[src/rtl/mp_add_ctrl_pkg.sv]
// Shared defaults and FSM encoding for the slice-serial multi-precision adder.
package mp_add_ctrl_pkg;

  localparam int unsigned SLICE_W_DEF = 16;
  localparam int unsigned NSLICE_DEF  = 4;

  typedef enum logic [1:0] {
    IDLE = 2'd0,
    RUN  = 2'd1,
    DONE = 2'd2
  } state_t;

endpackage : mp_add_ctrl_pkg

[src/rtl/mp_add_ctrl_clab.sv]
// W-bit carry-lookahead adder: 4-bit lookahead groups chained by group generate/propagate.
module clab #(
  parameter int unsigned W = 16
) (
  output logic [W-1:0] z,
  output logic         cout,
  input  logic [W-1:0] a,
  input  logic [W-1:0] b,
  input  logic         cin
);

  localparam int unsigned NG = W / 4;

  logic [W-1:0] p;
  logic [W-1:0] g;
  logic [W:0]   c;
  logic         cc;

  // Per-group lookahead carries; cc carries the group carry into the next group.
  always_comb begin
    p  = a ^ b;
    g  = a & b;
    c  = '0;
    cc = cin;
    for (int j = 0; j < int'(NG); j++) begin
      c[4*j]   = cc;
      c[4*j+1] = g[4*j] | (p[4*j] & cc);
      c[4*j+2] = g[4*j+1] | (p[4*j+1] & g[4*j]) | (p[4*j+1] & p[4*j] & cc);
      c[4*j+3] = g[4*j+2] | (p[4*j+2] & g[4*j+1]) | (p[4*j+2] & p[4*j+1] & g[4*j])
               | (p[4*j+2] & p[4*j+1] & p[4*j] & cc);
      cc       = g[4*j+3] | (p[4*j+3] & g[4*j+2]) | (p[4*j+3] & p[4*j+2] & g[4*j+1])
               | (p[4*j+3] & p[4*j+2] & p[4*j+1] & g[4*j])
               | (p[4*j+3] & p[4*j+2] & p[4*j+1] & p[4*j] & cc);
    end
    c[W] = cc;
  end

  assign z    = p ^ c[W-1:0];
  assign cout = c[W];

endmodule : clab

[src/rtl/mp_add_ctrl.sv]
// Multi-precision add/subtract: one shared CLA slice, one slice per RUN cycle.
module mp_add_ctrl
  import mp_add_ctrl_pkg::*;
#(
  parameter int unsigned SLICE_W = SLICE_W_DEF,
  parameter int unsigned NSLICE  = NSLICE_DEF
) (
  input  logic                       clk,
  input  logic                       reset,
  input  logic                       start,
  input  logic                       sub,
  input  logic [SLICE_W*NSLICE-1:0]  a,
  input  logic [SLICE_W*NSLICE-1:0]  b,
  input  logic                       cin,
  output logic                       ready,
  output logic                       busy,
  output logic                       done,
  output logic [SLICE_W*NSLICE-1:0]  sum,
  output logic                       cout,
  output logic                       ovf
);

  localparam int unsigned OPW  = SLICE_W * NSLICE;
  localparam int unsigned IDXW = (NSLICE > 1) ? $clog2(NSLICE) : 1;

  state_t            state;
  state_t            state_next;
  logic              accept;
  logic              step_en;
  logic              last;
  logic [OPW-1:0]    a_q;
  logic [OPW-1:0]    b_q;
  logic              carry;
  logic [IDXW-1:0]   idx;
  logic [SLICE_W-1:0] a_slice;
  logic [SLICE_W-1:0] b_slice;
  logic [SLICE_W-1:0] add_z;
  logic              add_co;

  // Next-state and datapath strobes.
  always_comb begin
    state_next = state;
    accept     = 1'b0;
    step_en    = 1'b0;
    last       = (idx == IDXW'(NSLICE - 1));
    case (state)
      IDLE: begin
        if (start) begin
          accept     = 1'b1;
          state_next = RUN;
        end
      end
      RUN: begin
        step_en = 1'b1;
        if (last) state_next = DONE;
      end
      DONE:    state_next = IDLE;
      default: state_next = IDLE;
    endcase
  end

  // State register; status flags registered from the next state.
  always_ff @(posedge clk or posedge reset) begin
    if (reset) begin
      state <= IDLE;
      ready <= 1'b1;
      busy  <= 1'b0;
      done  <= 1'b0;
    end else begin
      state <= state_next;
      ready <= (state_next == IDLE);
      busy  <= (state_next == RUN);
      done  <= (state_next == DONE);
    end
  end

  // Current slice of the latched operands feeds the shared adder.
  always_comb begin
    a_slice = a_q[idx*SLICE_W +: SLICE_W];
    b_slice = b_q[idx*SLICE_W +: SLICE_W];
  end

  clab #(.W(SLICE_W)) u_clab (
    .z    (add_z),
    .cout (add_co),
    .a    (a_slice),
    .b    (b_slice),
    .cin  (carry)
  );

  // Operand capture on acceptance, then one slice written back per RUN cycle.
  always_ff @(posedge clk or posedge reset) begin
    if (reset) begin
      a_q   <= '0;
      b_q   <= '0;
      carry <= 1'b0;
      idx   <= '0;
      sum   <= '0;
      cout  <= 1'b0;
      ovf   <= 1'b0;
    end else if (accept) begin
      a_q   <= a;
      b_q   <= sub ? ~b : b;
      carry <= sub | cin;
      idx   <= '0;
      sum   <= '0;
      cout  <= 1'b0;
      ovf   <= 1'b0;
    end else if (step_en) begin
      sum[idx*SLICE_W +: SLICE_W] <= add_z;
      carry <= add_co;
      if (last) begin
        idx  <= '0;
        cout <= add_co;
        ovf  <= (a_q[OPW-1] == b_q[OPW-1]) && (add_z[SLICE_W-1] != a_q[OPW-1]);
      end else begin
        idx <= idx + IDXW'(1);
      end
    end
  end

endmodule : mp_add_ctrl

[config.mk]
export PLATFORM = sky130hd
export DESIGN_NAME = mp_add_ctrl
export DESIGN_NICKNAME = d
export VERILOG_FILES = /design/src/rtl/mp_add_ctrl_pkg.sv /design/src/rtl/mp_add_ctrl_clab.sv /design/src/rtl/mp_add_ctrl.sv
export SDC_FILE = /design/constraint.sdc
export NUM_CORES = 1
export LEC_CHECK = 0
export ABC_AREA = 1
export CELL_PAD_IN_SITES_DETAIL_PLACEMENT = 0
export CELL_PAD_IN_SITES_GLOBAL_PLACEMENT = 1
export CORE_MARGIN = 5
export CORE_UTILIZATION = 39
export DETAILED_ROUTE_END_ITERATION = 7
export PLACE_DENSITY = 0.92
export RECOVER_POWER = 25
export SLEW_MARGIN = 20
export SYNTH_ARGS = -nofsm -noshare
export SYNTH_HDL_FRONTEND = slang
export SYNTH_HIERARCHICAL = 1
export SYNTH_SLANG_ARGS = --single-unit
[constraint.sdc]
create_clock -name clk -period 7.67 [get_ports clk]
set_input_delay 1.1505 -clock clk [delete_from_list [all_inputs] [get_ports clk]]
set_output_delay 1.1505 -clock clk [all_outputs]
set_load 0.005 [all_outputs]
==> metrics.log <==
[metrics] Post-Syn Instances: 1,219
[metrics] highest metal layer with signal wires: met4
[metrics] initial antenna violation count: 0
[metrics] kind of end point of the critical path: flip-flop
[metrics] proportion of layout cells with a drive suffix above 1: under 10%
[metrics] routed vias: approximately 8,600
[metrics] post-synth cell types: 36
[metrics] combined area of all synthesized cells: approximately 0.01 mm2
[metrics] Post-CTS Hold Fix Bufs: 0
[metrics] reported leakage power: slightly above 6 nW
[metrics] Via density: around 5
[metrics] Post-Route Setup TNS: 0 ns
[metrics] final worst-path setup slack: around 2.9 ns
[metrics] chip height: ~170 um
[metrics] DIE WIDTH: roughly 170 um
[metrics] average wire per cell in the routed design: between 15 and 20 um
[metrics] proportion of synthesized area in mux cells: 0%
[metrics] sequential share of the synthesized area: 49.6%
[metrics] simple logic cell fraction of the synthesized area: between 20 and 25%
[metrics] CTS root buffer: sky130_fd_sc_hd__clkbuf_16
[metrics] final number of max-transition violations: 0
[metrics] data arrival time of the critical path: ~5.2 ns
[metrics] Die Footprint: between 0.02 and 0.03 mm2
[metrics] Reg clk slew, reported paths: roughly 0.060 ns
[metrics] first-pass GRT wire length: ~46,000 um
[metrics] largest family of logic cells by synthesized area: simple AND/OR/NAND/NOR gates
[metrics] FF+latch count, synth: ~200
[metrics] routed wire length: 29,000 um
[metrics] pin count of the biggest net entering global routing: approximately 130
[metrics] worst setup path category: flip-flop to flip-flop
[metrics] Post-Layout Cell Count: around 1,700
[metrics] nature of the critical path startpoint: flip-flop
[metrics] DR iter-0 viols: between 700 and 800
[metrics] total met3 wirelength after detailed routing: between 1500 and 2000 um
[metrics] RD Place Congestion: about 0.8
[metrics] Overall Global Routing Usage: between 10% and 20%
[metrics] minimum setup slack after placement: roughly 3.4 ns
[metrics] maximum clock frequency: around 210 MHz
[metrics] fin nets: between 1,500 and 2,000
[metrics] post-route minimum period: around 4.8 ns
[metrics] H-tree depth reported by CTS: 1
[metrics] max cap viols: 0
[metrics] number of hold-slack violations in the final timing report: 0
[metrics] detailed-placement wirelength estimate: a little over 20,000 um
[metrics] post-synthesis net count: approximately 1,400
[metrics] routed length on met1: approximately 13,000 um
[metrics] required time at the endpoint of the critical path: 8.08 ns
[metrics] post-CTS setup buffer count: 0
[metrics] final count of negative-setup-slack endpoints: 0
[metrics] setup repair after global routing missed its margin: no
[metrics] clock tree from TritonCTS: built
[metrics] compound-gate portion of the synthesized area: 11.6%
[metrics] IO buf count: between 200 and 250
[metrics] overflow left after global routing: 0
[metrics] effective utilization at floorplan: approximately 39%
[metrics] path class of the lowest-slack min-delay path: flip-flop to flip-flop
[metrics] XOR/XNOR share of the synthesized area: under 10%
[metrics] Sinks on Clock Net: just over 200
[metrics] number of instances in the placed design: roughly 1,700
[metrics] detailed-router iteration count before antenna repair: 5
[metrics] final antenna-violating net count: 0
[metrics] via count of the first global-routing pass: 8,318
[metrics] core region area: around 0.026 mm2
[metrics] normalized max-slew margin: 25.6%
[metrics] maximum buffer depth of the clock tree: 3
[metrics] Max VDD drop: approximately 0.28 mV
[metrics] pin slew with the least headroom to its limit: between 1 and 1.5 ns
[metrics] Pwr per Cell Area: between 400 and 500 mW/mm2
[metrics] Antenna Cells: 0
[metrics] Avg Synthesized Cell Area: 8.37 um2
[metrics] YS warnings: 6
[metrics] number of placement rows: 59
[metrics] post-CTS resize count: 0
[metrics] DRC violation count after routing: 0
[metrics] area overhead of the layout relative to synthesis: 28.0%
[metrics] outcome: completed
[metrics] synthesized-area fraction occupied by adder cells: ~3.5%
[metrics] WL met2: 13,100 um
[metrics] top-level port count: between 200 and 250
[metrics] worst-skew pair later-pin latency: just under 0.5 ns
[metrics] Clock Skews: roughly 0.011 ns
[metrics] final worst path period share: 62.6%
[metrics] top fanout value on the critical path: 73
[metrics] number of buffers created by CTS: 23
cells in the final DEF (no fill, tap or decap), types with 4 or more instances in the layout:
cell / instances
sky130_fd_sc_hd__nor2_4: 4
sky130_fd_sc_hd__inv_1: 50
sky130_fd_sc_hd__clkbuf_8: 5
sky130_fd_sc_hd__buf_4: 7
sky130_fd_sc_hd__nand2_1: 377
sky130_fd_sc_hd__nand3_1: 80
sky130_fd_sc_hd__clkbuf_16: 23
sky130_fd_sc_hd__ha_1: 22
sky130_fd_sc_hd__clkdlybuf4s50_1: 198
sky130_fd_sc_hd__xor2_1: 7
sky130_fd_sc_hd__o21ai_0: 161
sky130_fd_sc_hd__nor2_2: 5
sky130_fd_sc_hd__a21oi_1: 24
sky130_fd_sc_hd__dfrtp_1: 200
sky130_fd_sc_hd__fa_1: 4
sky130_fd_sc_hd__nor2_1: 77
sky130_fd_sc_hd__clkbuf_1: 5
sky130_fd_sc_hd__o22ai_1: 32
sky130_fd_sc_hd__xnor2_1: 66
sky130_fd_sc_hd__nand2_2: 7
sequential cells by signal, summed over array words and instances (netlist names):
name and flops:
a_q 64, ready 1, carry 1, idx 2, busy 1, state 2
sum 64, done 1, b_q 64, cout 1, ovf 1
cells by family after synthesis:
group / count (synthesis)
flip-flops: 202
XOR/XNOR: 73
adder cells (fa/ha/maj): 26
AND/OR/NAND/NOR: 562
AO/OA/AOI/OAI: 224
buffers and inverters: 132
through the flow:
stage / power [mW] / util, % / area, um2 / hold WS (ns)
2_1_floorplan: 3.98 / - / 10200 / 0.444
3_3_place_gp: 5.08 / 47.4 / 12300 / 0.460
3_5_place_dp: 5.13 / 47.4 / 12300 / 0.461
4_1_cts: 6.27 / 50.4 / 13100 / 0.477
5_1_grt: 6.74 / 50.4 / 13100 / 0.497
6_report: 6.25 / 50.4 / 13100 / 0.475
routing by layer:
metal,up-vias,track usage [%]
met5,-,0
met4,0,5.19
met3,43,2.41
met2,309,30.3
met1,4027,28.5
li1,4263,-
cell type report:
class / count / area (um2)
fillers: 2419 / 12900
flip-flops and latches: 202 / 5060
multi-input cells: 885 / 4520
repair buffers: 208 / 2070
clock buffers: 33 / 663
well taps: 335 / 419
inverters: 58 / 229
clock inverters: 6 / 108
cell usage after synthesis:
master / n / area [um2]
sky130_fd_sc_hd__a21oi_4: 1 / 16.3
sky130_fd_sc_hd__nand3_4: 1 / 17.5
sky130_fd_sc_hd__buf_2: 35 / 175
sky130_fd_sc_hd__nor2_4: 3 / 33.8
sky130_fd_sc_hd__dfstp_2: 1 / 26.3
sky130_fd_sc_hd__o21ai_1: 3 / 15.0
sky130_fd_sc_hd__and2_1: 1 / 6.26
sky130_fd_sc_hd__dfrtp_1: 201 / 5030
sky130_fd_sc_hd__nor3_1: 1 / 5.00
sky130_fd_sc_hd__a21oi_1: 24 / 120
sky130_fd_sc_hd__inv_1: 51 / 191
sky130_fd_sc_hd__ha_1: 22 / 275
sky130_fd_sc_hd__inv_2: 3 / 11.3
sky130_fd_sc_hd__o21bai_2: 1 / 11.3
sky130_fd_sc_hd__nor2_1: 77 / 289
sky130_fd_sc_hd__nand3_1: 80 / 400
sky130_fd_sc_hd__nand4_1: 3 / 18.8
sky130_fd_sc_hd__clkinv_1: 3 / 11.3
sky130_fd_sc_hd__o21ai_0: 161 / 806
sky130_fd_sc_hd__xor2_1: 7 / 61.3
sky130_fd_sc_hd__nand2_4: 3 / 33.8
sky130_fd_sc_hd__clkbuf_4: 1 / 7.51
sky130_fd_sc_hd__nand2_1: 377 / 1420
sky130_fd_sc_hd__xnor2_1: 66 / 578
sky130_fd_sc_hd__clkbuf_1: 16 / 60.1
sky130_fd_sc_hd__a21oi_2: 1 / 8.76
sky130_fd_sc_hd__o22ai_1: 32 / 200
sky130_fd_sc_hd__nand3_2: 3 / 30.0
sky130_fd_sc_hd__fa_1: 4 / 80.1
sky130_fd_sc_hd__buf_1: 1 / 3.75
sky130_fd_sc_hd__inv_4: 1 / 6.26
sky130_fd_sc_hd__nand2_2: 7 / 43.8
sky130_fd_sc_hd__nor2_2: 6 / 37.5
sky130_fd_sc_hd__buf_6: 3 / 33.8
sky130_fd_sc_hd__buf_4: 18 / 135
sky130_fd_sc_hd__o31ai_1: 1 / 7.51
where the power goes:
group | switching [mW] | internal [mW] | leakage, nW
logic | 2.14 | 1.17 | 3.09
registers | 0.297 | 1.52 | 2.59
clock network | 0.419 | 0.697 | 0.376
worst paths after layout:
check | from | endpoint | slack [ns] | cells after the start
worst max-delay path | idx[0]$_DFFE_PP0P_ | sum[45]$_DFFE_PP0P_ | 2.87 | 13
worst min-delay path | b_q[28]$_DFFE_PP0P_ | b_q[28]$_DFFE_PP0P_ | 0.48 | 2
worst max register to register | idx[0]$_DFFE_PP0P_ | sum[45]$_DFFE_PP0P_ | 2.87 | 13
worst min register to register | b_q[28]$_DFFE_PP0P_ | b_q[28]$_DFFE_PP0P_ | 0.48 | 2
max in group asynchronous | reset | b_q[54]$_DFFE_PP0P_ | 5.12 | 3
min in group asynchronous | reset | a_q[4]$_DFFE_PP0P_ | 1.28 | 2
worst max-delay path, stage by stage, from the launching register on:
cell                       delay (ns)
sky130_fd_sc_hd__dfrtp_2         0.34
sky130_fd_sc_hd__buf_4           0.57
sky130_fd_sc_hd__clkinv_2        0.90
sky130_fd_sc_hd__o21ai_0         0.67
sky130_fd_sc_hd__o22ai_1         0.22
sky130_fd_sc_hd__ha_1            0.42
sky130_fd_sc_hd__a21oi_2         0.21
sky130_fd_sc_hd__o21bai_2        0.10
sky130_fd_sc_hd__a21oi_4         0.15
sky130_fd_sc_hd__nand2_4         0.08
sky130_fd_sc_hd__fa_1            0.37
sky130_fd_sc_hd__xor2_1          0.31
sky130_fd_sc_hd__nand3_1         0.12
sky130_fd_sc_hd__a21oi_1         0.17
(Power assumes the default switching activity.)
